$ cat src/rtl/mem_arbiter_pkg.sv
// ============================================================================
// Module      : mem_arbiter_pkg
// Description : Width codes, FSM states and strobe constants for mem_arbiter.
// Revision    : 1.0 - initial release
// ============================================================================
`default_nettype none

package mem_arbiter_pkg;

    localparam logic [1:0] MEM_W_BYTE = 2'b00;
    localparam logic [1:0] MEM_W_HALF = 2'b01;
    localparam logic [1:0] MEM_W_WORD = 2'b10;

    typedef enum logic [1:0] {
        ARB_IDLE   = 2'd0,
        ARB_BUS_IF = 2'd1,
        ARB_BUS_DM = 2'd2
    } arb_state_e;

    localparam logic [3:0] STRB_NONE = 4'b0000;
    localparam logic [3:0] STRB_BYTE = 4'b0001;
    localparam logic [3:0] STRB_HALF = 4'b0011;
    localparam logic [3:0] STRB_WORD = 4'b1111;

    function automatic logic [31:0] word_addr(input logic [31:0] addr);
        return {addr[31:2], 2'b00};
    endfunction

endpackage

`default_nettype wire

$ cat src/rtl/mem_arbiter_store_align.sv
// ============================================================================
// Module      : mem_arbiter_store_align
// Description : Store byte-lane steering and alignment check (combinational).
// Revision    : 1.0 - initial release
// ============================================================================
`default_nettype none

module mem_arbiter_store_align
    import mem_arbiter_pkg::*;
(
    input  logic [1:0]  i_addr_lo,
    input  logic [1:0]  i_width,
    input  logic [31:0] i_wdata,
    output logic [3:0]  o_wstrb,
    output logic [31:0] o_wdata,
    output logic        o_misaligned
);

    always_comb begin
        o_wstrb      = STRB_NONE;
        o_wdata      = '0;
        o_misaligned = 1'b0;
        case (i_width)
            MEM_W_BYTE: begin
                o_wstrb = STRB_BYTE << i_addr_lo;
                o_wdata = {4{i_wdata[7:0]}};
            end
            MEM_W_HALF: begin
                o_wstrb      = STRB_HALF << {i_addr_lo[1], 1'b0};
                o_wdata      = {2{i_wdata[15:0]}};
                o_misaligned = i_addr_lo[0];
            end
            MEM_W_WORD: begin
                o_wstrb      = STRB_WORD;
                o_wdata      = i_wdata;
                o_misaligned = |i_addr_lo;
            end
            // Width code 11 is illegal and treated like a misaligned access
            default: o_misaligned = 1'b1;
        endcase
    end

endmodule

`default_nettype wire

$ cat src/rtl/mem_arbiter.sv
// ============================================================================
// Module      : mem_arbiter
// Description : Fetch/data arbiter onto one memory bus with anti-starvation,
//               store lane steering, misalignment rejection and bus timeout.
// Revision    : 1.0 - initial release
// ============================================================================
`default_nettype none

module mem_arbiter
    import mem_arbiter_pkg::*;
#(
    parameter int STARVE_LIMIT   = 4,
    parameter int TIMEOUT_CYCLES = 255
) (
    input  logic        clk,
    input  logic        rst,
    input  logic        if_req_i,
    input  logic [31:0] if_addr_i,
    output logic        if_ready_o,
    output logic        if_rvalid_o,
    output logic [31:0] if_rdata_o,
    output logic        if_err_o,
    input  logic        dm_req_i,
    input  logic [31:0] dm_addr_i,
    input  logic [31:0] dm_wdata_i,
    input  logic        dm_write_i,
    input  logic [1:0]  dm_width_i,
    output logic        dm_ready_o,
    output logic        dm_rvalid_o,
    output logic [31:0] dm_rdata_o,
    output logic        dm_err_o,
    output logic        bus_req_o,
    output logic [31:0] bus_addr_o,
    output logic        bus_we_o,
    output logic [3:0]  bus_wstrb_o,
    output logic [31:0] bus_wdata_o,
    input  logic        bus_ack_i,
    input  logic [31:0] bus_rdata_i
);

    localparam int SW = (STARVE_LIMIT < 2) ? 1 : $clog2(STARVE_LIMIT + 1);
    localparam int TW = (TIMEOUT_CYCLES < 2) ? 1 : $clog2(TIMEOUT_CYCLES + 1);
    localparam logic [SW-1:0] c_starve_max = SW'(STARVE_LIMIT);
    localparam logic [TW-1:0] c_tmo_last   = TW'(TIMEOUT_CYCLES - 1);
    localparam bit            c_starve_en  = (STARVE_LIMIT != 0);
    localparam bit            c_tmo_en     = (TIMEOUT_CYCLES != 0);

    arb_state_e    r_state;
    arb_state_e    w_state_nxt;
    logic [SW-1:0] r_starve_cnt;
    logic [TW-1:0] r_tmo_cnt;

    logic          r_bus_req;
    logic [31:0]   r_bus_addr;
    logic          r_bus_we;
    logic [3:0]    r_bus_wstrb;
    logic [31:0]   r_bus_wdata;
    logic          r_if_rvalid;
    logic [31:0]   r_if_rdata;
    logic          r_if_err;
    logic          r_dm_rvalid;
    logic [31:0]   r_dm_rdata;
    logic          r_dm_err;

    logic          w_idle;
    logic          w_if_wins;
    logic          w_grant_if;
    logic          w_grant_dm;
    logic          w_dm_bad;
    logic          w_bus_ack;
    logic          w_bus_tmo;
    logic          w_bus_end;
    logic [3:0]    w_strb;
    logic [31:0]   w_wdata;

    mem_arbiter_store_align u_store_align (
        .i_addr_lo    (dm_addr_i[1:0]),
        .i_width      (dm_width_i),
        .i_wdata      (dm_wdata_i),
        .o_wstrb      (w_strb),
        .o_wdata      (w_wdata),
        .o_misaligned (w_dm_bad)
    );

    // Ready is combinational in IDLE; reset masks it so all outputs read 0
    assign w_idle     = (r_state == ARB_IDLE) && !rst;
    assign w_if_wins  = if_req_i &&
                        (!dm_req_i || (c_starve_en && (r_starve_cnt == c_starve_max)));
    assign w_grant_if = w_idle && w_if_wins;
    assign w_grant_dm = w_idle && dm_req_i && !w_if_wins;

    // Ack takes precedence over a timeout landing in the same cycle
    assign w_bus_ack  = r_bus_req && bus_ack_i;
    assign w_bus_tmo  = r_bus_req && !bus_ack_i && c_tmo_en && (r_tmo_cnt == c_tmo_last);
    assign w_bus_end  = w_bus_ack || w_bus_tmo;

    always_ff @(posedge clk) begin
        if (rst) begin
            r_state <= ARB_IDLE;
        end else begin
            r_state <= w_state_nxt;
        end
    end

    always_comb begin
        w_state_nxt = r_state;
        case (r_state)
            ARB_IDLE: begin
                if (w_grant_if) begin
                    w_state_nxt = ARB_BUS_IF;
                end else if (w_grant_dm && !w_dm_bad) begin
                    w_state_nxt = ARB_BUS_DM;
                end
            end
            ARB_BUS_IF, ARB_BUS_DM: begin
                if (w_bus_end) begin
                    w_state_nxt = ARB_IDLE;
                end
            end
            default: w_state_nxt = ARB_IDLE;
        endcase
    end

    always_ff @(posedge clk) begin
        if (rst) begin
            r_bus_req   <= 1'b0;
            r_bus_addr  <= '0;
            r_bus_we    <= 1'b0;
            r_bus_wstrb <= STRB_NONE;
            r_bus_wdata <= '0;
            r_tmo_cnt   <= '0;
            r_if_rvalid <= 1'b0;
            r_if_rdata  <= '0;
            r_if_err    <= 1'b0;
            r_dm_rvalid <= 1'b0;
            r_dm_rdata  <= '0;
            r_dm_err    <= 1'b0;
        end else begin
            r_if_rvalid <= 1'b0;
            r_if_rdata  <= '0;
            r_if_err    <= 1'b0;
            r_dm_rvalid <= 1'b0;
            r_dm_rdata  <= '0;
            r_dm_err    <= 1'b0;

            if (w_grant_if) begin
                r_bus_req   <= 1'b1;
                r_bus_addr  <= word_addr(if_addr_i);
                r_bus_we    <= 1'b0;
                r_bus_wstrb <= STRB_NONE;
                r_bus_wdata <= '0;
                r_tmo_cnt   <= '0;
            end else if (w_grant_dm) begin
                if (w_dm_bad) begin
                    r_dm_rvalid <= 1'b1;
                    r_dm_err    <= 1'b1;
                end else begin
                    r_bus_req   <= 1'b1;
                    r_bus_addr  <= word_addr(dm_addr_i);
                    r_bus_we    <= dm_write_i;
                    r_bus_wstrb <= dm_write_i ? w_strb : STRB_NONE;
                    r_bus_wdata <= dm_write_i ? w_wdata : '0;
                    r_tmo_cnt   <= '0;
                end
            end

            if (w_bus_end) begin
                r_bus_req <= 1'b0;
                r_tmo_cnt <= '0;
                if (r_state == ARB_BUS_IF) begin
                    r_if_rvalid <= 1'b1;
                    r_if_err    <= w_bus_tmo;
                    r_if_rdata  <= w_bus_ack ? bus_rdata_i : '0;
                end else begin
                    r_dm_rvalid <= 1'b1;
                    r_dm_err    <= w_bus_tmo;
                    r_dm_rdata  <= (w_bus_ack && !r_bus_we) ? bus_rdata_i : '0;
                end
            end else if (r_bus_req) begin
                r_tmo_cnt <= r_tmo_cnt + 1'b1;
            end
        end
    end

    // Rejected (misaligned) data requests still count as data grants here
    always_ff @(posedge clk) begin
        if (rst) begin
            r_starve_cnt <= '0;
        end else if (w_grant_if) begin
            r_starve_cnt <= '0;
        end else if (w_grant_dm) begin
            if (!if_req_i) begin
                r_starve_cnt <= '0;
            end else if (r_starve_cnt != c_starve_max) begin
                r_starve_cnt <= r_starve_cnt + 1'b1;
            end
        end
    end

    assign if_ready_o  = w_grant_if;
    assign dm_ready_o  = w_grant_dm;
    assign if_rvalid_o = r_if_rvalid;
    assign if_rdata_o  = r_if_rdata;
    assign if_err_o    = r_if_err;
    assign dm_rvalid_o = r_dm_rvalid;
    assign dm_rdata_o  = r_dm_rdata;
    assign dm_err_o    = r_dm_err;
    assign bus_req_o   = r_bus_req;
    assign bus_addr_o  = r_bus_addr;
    assign bus_we_o    = r_bus_we;
    assign bus_wstrb_o = r_bus_wstrb;
    assign bus_wdata_o = r_bus_wdata;

endmodule

`default_nettype wire

$ cat config.mk
export PLATFORM = sky130hd
export DESIGN_NAME = mem_arbiter
export DESIGN_NICKNAME = d
export VERILOG_FILES = /design/src/rtl/mem_arbiter_pkg.sv /design/src/rtl/mem_arbiter_store_align.sv /design/src/rtl/mem_arbiter.sv
export SDC_FILE = /design/constraint.sdc
export NUM_CORES = 1
export LEC_CHECK = 0
export ABC_AREA = 1
export CAP_MARGIN = 20
export CORE_UTILIZATION = 25
export CTS_CLUSTER_SIZE = 8
export DETAILED_ROUTE_END_ITERATION = 8
export PLACE_DENSITY = 0.51
export SLEW_MARGIN = 15
export SYNTH_ARGS = -nofsm -noshare
export SYNTH_HDL_FRONTEND = slang
export SYNTH_SLANG_ARGS = --single-unit
$ cat constraint.sdc
create_clock -name clk -period 1.7 [get_ports clk]
set_input_delay 0.17 -clock clk [delete_from_list [all_inputs] [get_ports clk]]
set_output_delay 0.17 -clock clk [all_outputs]
set_load 0.01 [all_outputs]
==> impl_table.tex <==
\begin{tabular}{lr}
\hline
Metric & Value \\
\hline
\multicolumn{2}{l}{\textbf{STA}} \\
Number of setup violations in the final report & 2 \\
Slew Limit Fails & 0 \\
Min Clock Period, post-route & 1705 ps \\
Clk\_skew & 8.236 ps \\
Final setup margin & -5.126 ps \\
Achievable clock frequency & 0.5865 GHz \\
Final period utilization & 1.003 \\
Final number of hold-violating endpoints & 0 \\
RSZ-0062 raised after global routing & true \\
\multicolumn{2}{l}{\textbf{GRT}} \\
GRT overflow & 0 \\
Overall fraction of global-route tracks in use & 0.1573 \\
Wire length of the first global-routing pass & 29.46 mm \\
Maximum number of pins on one net before global-route repair & 37 \\
Initial antenna violation count & 0 \\
Via count of the first global-routing pass & 5621 \\
\multicolumn{2}{l}{\textbf{Placed design}} \\
Number of instances in the placed design & 1347 \\
Post-DP HPWL & 13.81 mm \\
Placement Cell Area & 9136 sq um \\
Routability Congestion & 0.7851 \\
Setup Slack @ Placement & -141.5 ps \\
Count of port buffers added during placement & 271 \\
\multicolumn{2}{l}{\textbf{Floorplanning}} \\
Vertical extent of the die & 154.3 um \\
Std-Cell Rows & 55 \\
Starting utilization of the core area & 0.2553 \\
I/O Pins & 276 \\
Die extent in x & 154.3 um \\
DIE AREA & 23810 sq um \\
Area of the core region & 22710 sq um \\
\multicolumn{2}{l}{\textbf{Outcome}} \\
Failing checks & setup timing \\
Result of the run & finished, violations left \\
\multicolumn{2}{l}{\textbf{Detailed routing}} \\
Number of remaining DRC errors & 0 \\
Post-detailed-routing wire length & 19.78 mm \\
Post-DR vias/cell & 4.249 \\
Post-route antenna net violation count & 0 \\
Routed length per instance & 14.15 um \\
Via count & 5940 \\
Number of detailed-route iterations in the first pass & 4 \\
Number of DRC markers after the initial detailed-route iteration & 334 \\
\multicolumn{2}{l}{\textbf{Final layout}} \\
Diodes inserted & 0 \\
Area of combinational cells with multiple inputs & 2579 sq um \\
Non-filler cells, final & 1398 \\
Share of final-layout standard cells stronger than drive strength 1 & 0.1465 \\
Leading cell type in the layout, fill and taps excluded & sky130\_fd\_sc\_hd\_\_nand2\_1 \\
Sequential cell area in the final layout & 2987 sq um \\
Most frequent cells in the layout & sky130\_fd\_sc\_hd\_\_nand2\_1, sky130\_fd\_sc\_hd\_\_clkdlybuf4s50\_1, sky130\_fd\_sc\_hd\_\_dfxtp\_1 \\
Post-route design area & 10280 sq um \\
\# fillers & 2308 \\
Synth-to-Final Area Change & 77.34\% \\
\# nets final & 1242 \\
\multicolumn{2}{l}{\textbf{Critical path}} \\
Endpoint class of the critical path & register \\
Crit Path Category & reg2reg \\
Number of cells on the worst reg-to-reg path & 10 \\
Critical register-to-register path endpoint & bus\_wdata\_o[15]\$\_SDFFE\_PP0P\_ \\
Setup slack of the most critical reg-to-reg path & -5 ps \\
Critical path data required time & 2050 ps \\
Startpoint types & register \\
Reg-to-Reg Start & r\_starve\_cnt[1]\$\_SDFFE\_PP0P\_ \\
Critical-path maximum fanout & 8 \\
Data arrival time of the critical path & 2050 ps \\
\multicolumn{2}{l}{\textbf{Pwr}} \\
Total power & 9.195 mW \\
Cell leakage power & 4.302 nW \\
Total power divided by cell area & 894.2 nW/um\^{}2 \\
Maximum vdd drop & 538.1 uV \\
\multicolumn{2}{l}{\textbf{CTS}} \\
Clk slew on worst S/H paths & 60 ps \\
Number of clock buffers inserted by TritonCTS & 17 \\
Post-cts hold buffer count & 0 \\
TritonCTS clock tree & built \\
Root Buffer & sky130\_fd\_sc\_hd\_\_clkbuf\_16 \\
Number of clock sinks & 149 \\
Clock latency reported for the late side of the worst-skew pair & 420 ps \\
Total number of H-tree levels & 4 \\
Max Buffers Root-to-Sink & 2 \\
\multicolumn{2}{l}{\textbf{Yosys}} \\
Count of synthesis-stage warnings from yosys & 0 \\
Post-Syn Area & 5798 sq um \\
Sequential-to-total area share from yosys stat & 0.5145 \\
Fraction of post-synthesis cell area in the top cell type by area & 0.5145 \\
Synthesized instance count & 785 \\
Distinct cell type count of the synthesized netlist & 32 \\
Mean cell area of the mapped netlist & 7.386 sq um \\
Cell type with the highest aggregate area in the netlist & sky130\_fd\_sc\_hd\_\_dfxtp\_1 \\
Largest cells by area after synthesis & sky130\_fd\_sc\_hd\_\_dfxtp\_1, sky130\_fd\_sc\_hd\_\_nand2\_1, sky130\_fd\_sc\_hd\_\_a21oi\_1 \\
Flops \& latches, synth & 149 \\
\multicolumn{2}{l}{\textbf{Hold path}} \\
Hold crit path type & in2reg \\
Min-delay src & bus\_rdata\_i[19] \\
Capture endpoint of the worst hold path & if\_rdata\_o[19]\$\_SDFF\_PP0\_ \\
Worst hold stages & 3 \\
\multicolumn{2}{l}{\textbf{Flow run}} \\
Max-cap violation count & 0 \\
\hline
\end{tabular}
worst max-delay path by stage:
| stage | start | to | slack [ps] | cells after the start |
|---|---|---|---|---|
| floorplan | r_starve_cnt[0]$_SDFFE_PP0P_ | bus_wdata_o[16]$_SDFFE_PP0P_ | 70 | 10 |
| global placement | dm_width_i[0] | r_tmo_cnt[3]$_SDFFE_PP0P_ | -150 | 10 |
| detailed placement | dm_width_i[0] | r_tmo_cnt[3]$_SDFFE_PP0P_ | -140 | 10 |
| CTS | r_state[1]$_SDFFE_PP0P_ | dm_ready_o | 10 | 6 |
| global route | r_starve_cnt[1]$_SDFFE_PP0P_ | bus_wdata_o[15]$_SDFFE_PP0P_ | -120 | 10 |
| finish | r_starve_cnt[1]$_SDFFE_PP0P_ | bus_wdata_o[15]$_SDFFE_PP0P_ | -5 | 10 |
worst max-delay path, cell delays in order (launching register included):
cell and delay, ps:
sky130_fd_sc_hd__dfxtp_2 340, sky130_fd_sc_hd__inv_2 50, sky130_fd_sc_hd__ha_4 160, sky130_fd_sc_hd__nand2_4 50, sky130_fd_sc_hd__nand2_4 50, sky130_fd_sc_hd__a21oi_4 210
sky130_fd_sc_hd__nand2_4 110, sky130_fd_sc_hd__nor2_8 270, sky130_fd_sc_hd__clkbuf_16 220, sky130_fd_sc_hd__nand2_2 50, sky130_fd_sc_hd__a21oi_1 120
kinds of logic (layout without fill, tap and decap cells):
group                    Yosys count  count (layout)  share of synthesized area
AND/OR/NAND/NOR                  434             434                     0.3038
flip-flops                       149             149                     0.5145
buffers and inverters             97             424                    0.07768
AO/OA/AOI/OAI                     96              96                    0.08740
adder cells (fa/ha/maj)            6               6                    0.01295
XOR/XNOR                           2               2                   0.003022
other                              1               2                  0.0006468
Yosys cell counts:
master                     instances
sky130_fd_sc_hd__nor2_4            2
sky130_fd_sc_hd__nand2_1         297
sky130_fd_sc_hd__dfxtp_1         149
sky130_fd_sc_hd__a31o_2            1
sky130_fd_sc_hd__nand2_2           2
sky130_fd_sc_hd__conb_1            1
sky130_fd_sc_hd__buf_6             4
sky130_fd_sc_hd__clkbuf_1         14
sky130_fd_sc_hd__nor2_2            1
sky130_fd_sc_hd__nor3_1            3
sky130_fd_sc_hd__clkinv_2          1
sky130_fd_sc_hd__nand3_1          36
sky130_fd_sc_hd__nor2_1           82
sky130_fd_sc_hd__nand3b_1          3
sky130_fd_sc_hd__a21oi_1          81
sky130_fd_sc_hd__nand3_2           3
sky130_fd_sc_hd__a22o_1            1
sky130_fd_sc_hd__o21ai_0           9
sky130_fd_sc_hd__o21bai_1          1
sky130_fd_sc_hd__a21oi_4           1
sky130_fd_sc_hd__inv_2             2
sky130_fd_sc_hd__inv_1            54
sky130_fd_sc_hd__o211ai_1          1
sky130_fd_sc_hd__or2_2             2
sky130_fd_sc_hd__xor2_1            2
sky130_fd_sc_hd__and2_1            1
sky130_fd_sc_hd__ha_1              6
sky130_fd_sc_hd__a211oi_1          1
sky130_fd_sc_hd__buf_4            11
sky130_fd_sc_hd__nor2_8            1
sky130_fd_sc_hd__nand2_4           1
sky130_fd_sc_hd__buf_2            11
metrics by stage:
stage | utilization | setup TNS, ps | hold slack (ps)
floorplan | - | 0 | 304.9
finish | 0.4528 | -7.121 | 294.3
detailed placement | 0.4023 | -5911 | 453.3
global route | 0.4528 | -3816 | 292.9
global placement | 0.4023 | -5275 | 448.9
CTS | 0.4311 | 0 | 272.3
routing by layer:
layer / part of all wire / global-route usage / wire length, um
met1: 0.44 / 0.1915 / 8643
met5: 0 / 0 / 0
met4: 0.0083 / 0.03960 / 164
met3: 0.083 / 0.06220 / 1647
met2: 0.47 / 0.2587 / 9329
repair_timing:
item	in CTS	in global routing
endpoints found under the setup margin	4	122
resized for setup	18	61
setup buffers	5	3
gates cloned	0	11
pin swaps	3	20
state kept, by name, summed over array words and instances, names as in the netlist:
register	flops
bus_wdata_o	32
bus_req_o	1
dm_err_o	1
if_rdata_o	32
dm_rdata_o	32
bus_addr_o	30
if_err_o	1
bus_we_o	1
r_tmo_cnt	8
r_state	2
if_rvalid_o	1
dm_rvalid_o	1
bus_wstrb_o	4
r_starve_cnt	3
power by group:
| group | internal [mW] | switching (mW) | total [mW] |
|---|---|---|---|
| Combinational | 0.933 | 0.807 | 1.74 |
| Clock | 2.22 | 1.57 | 3.79 |
| Sequential | 3.61 | 0.0564 | 3.67 |
final cells by class:
cell class	instances	share of cell area
timing repair buffer	335	0.3456
multi-input combinational	540	0.2508
tap	285	0.03468
clock inverter	14	0.01460
sequential	149	0.2905
inverter	57	0.02117
clock buffer	18	0.04271
Note: power is estimated with default switching activity, not from simulation.
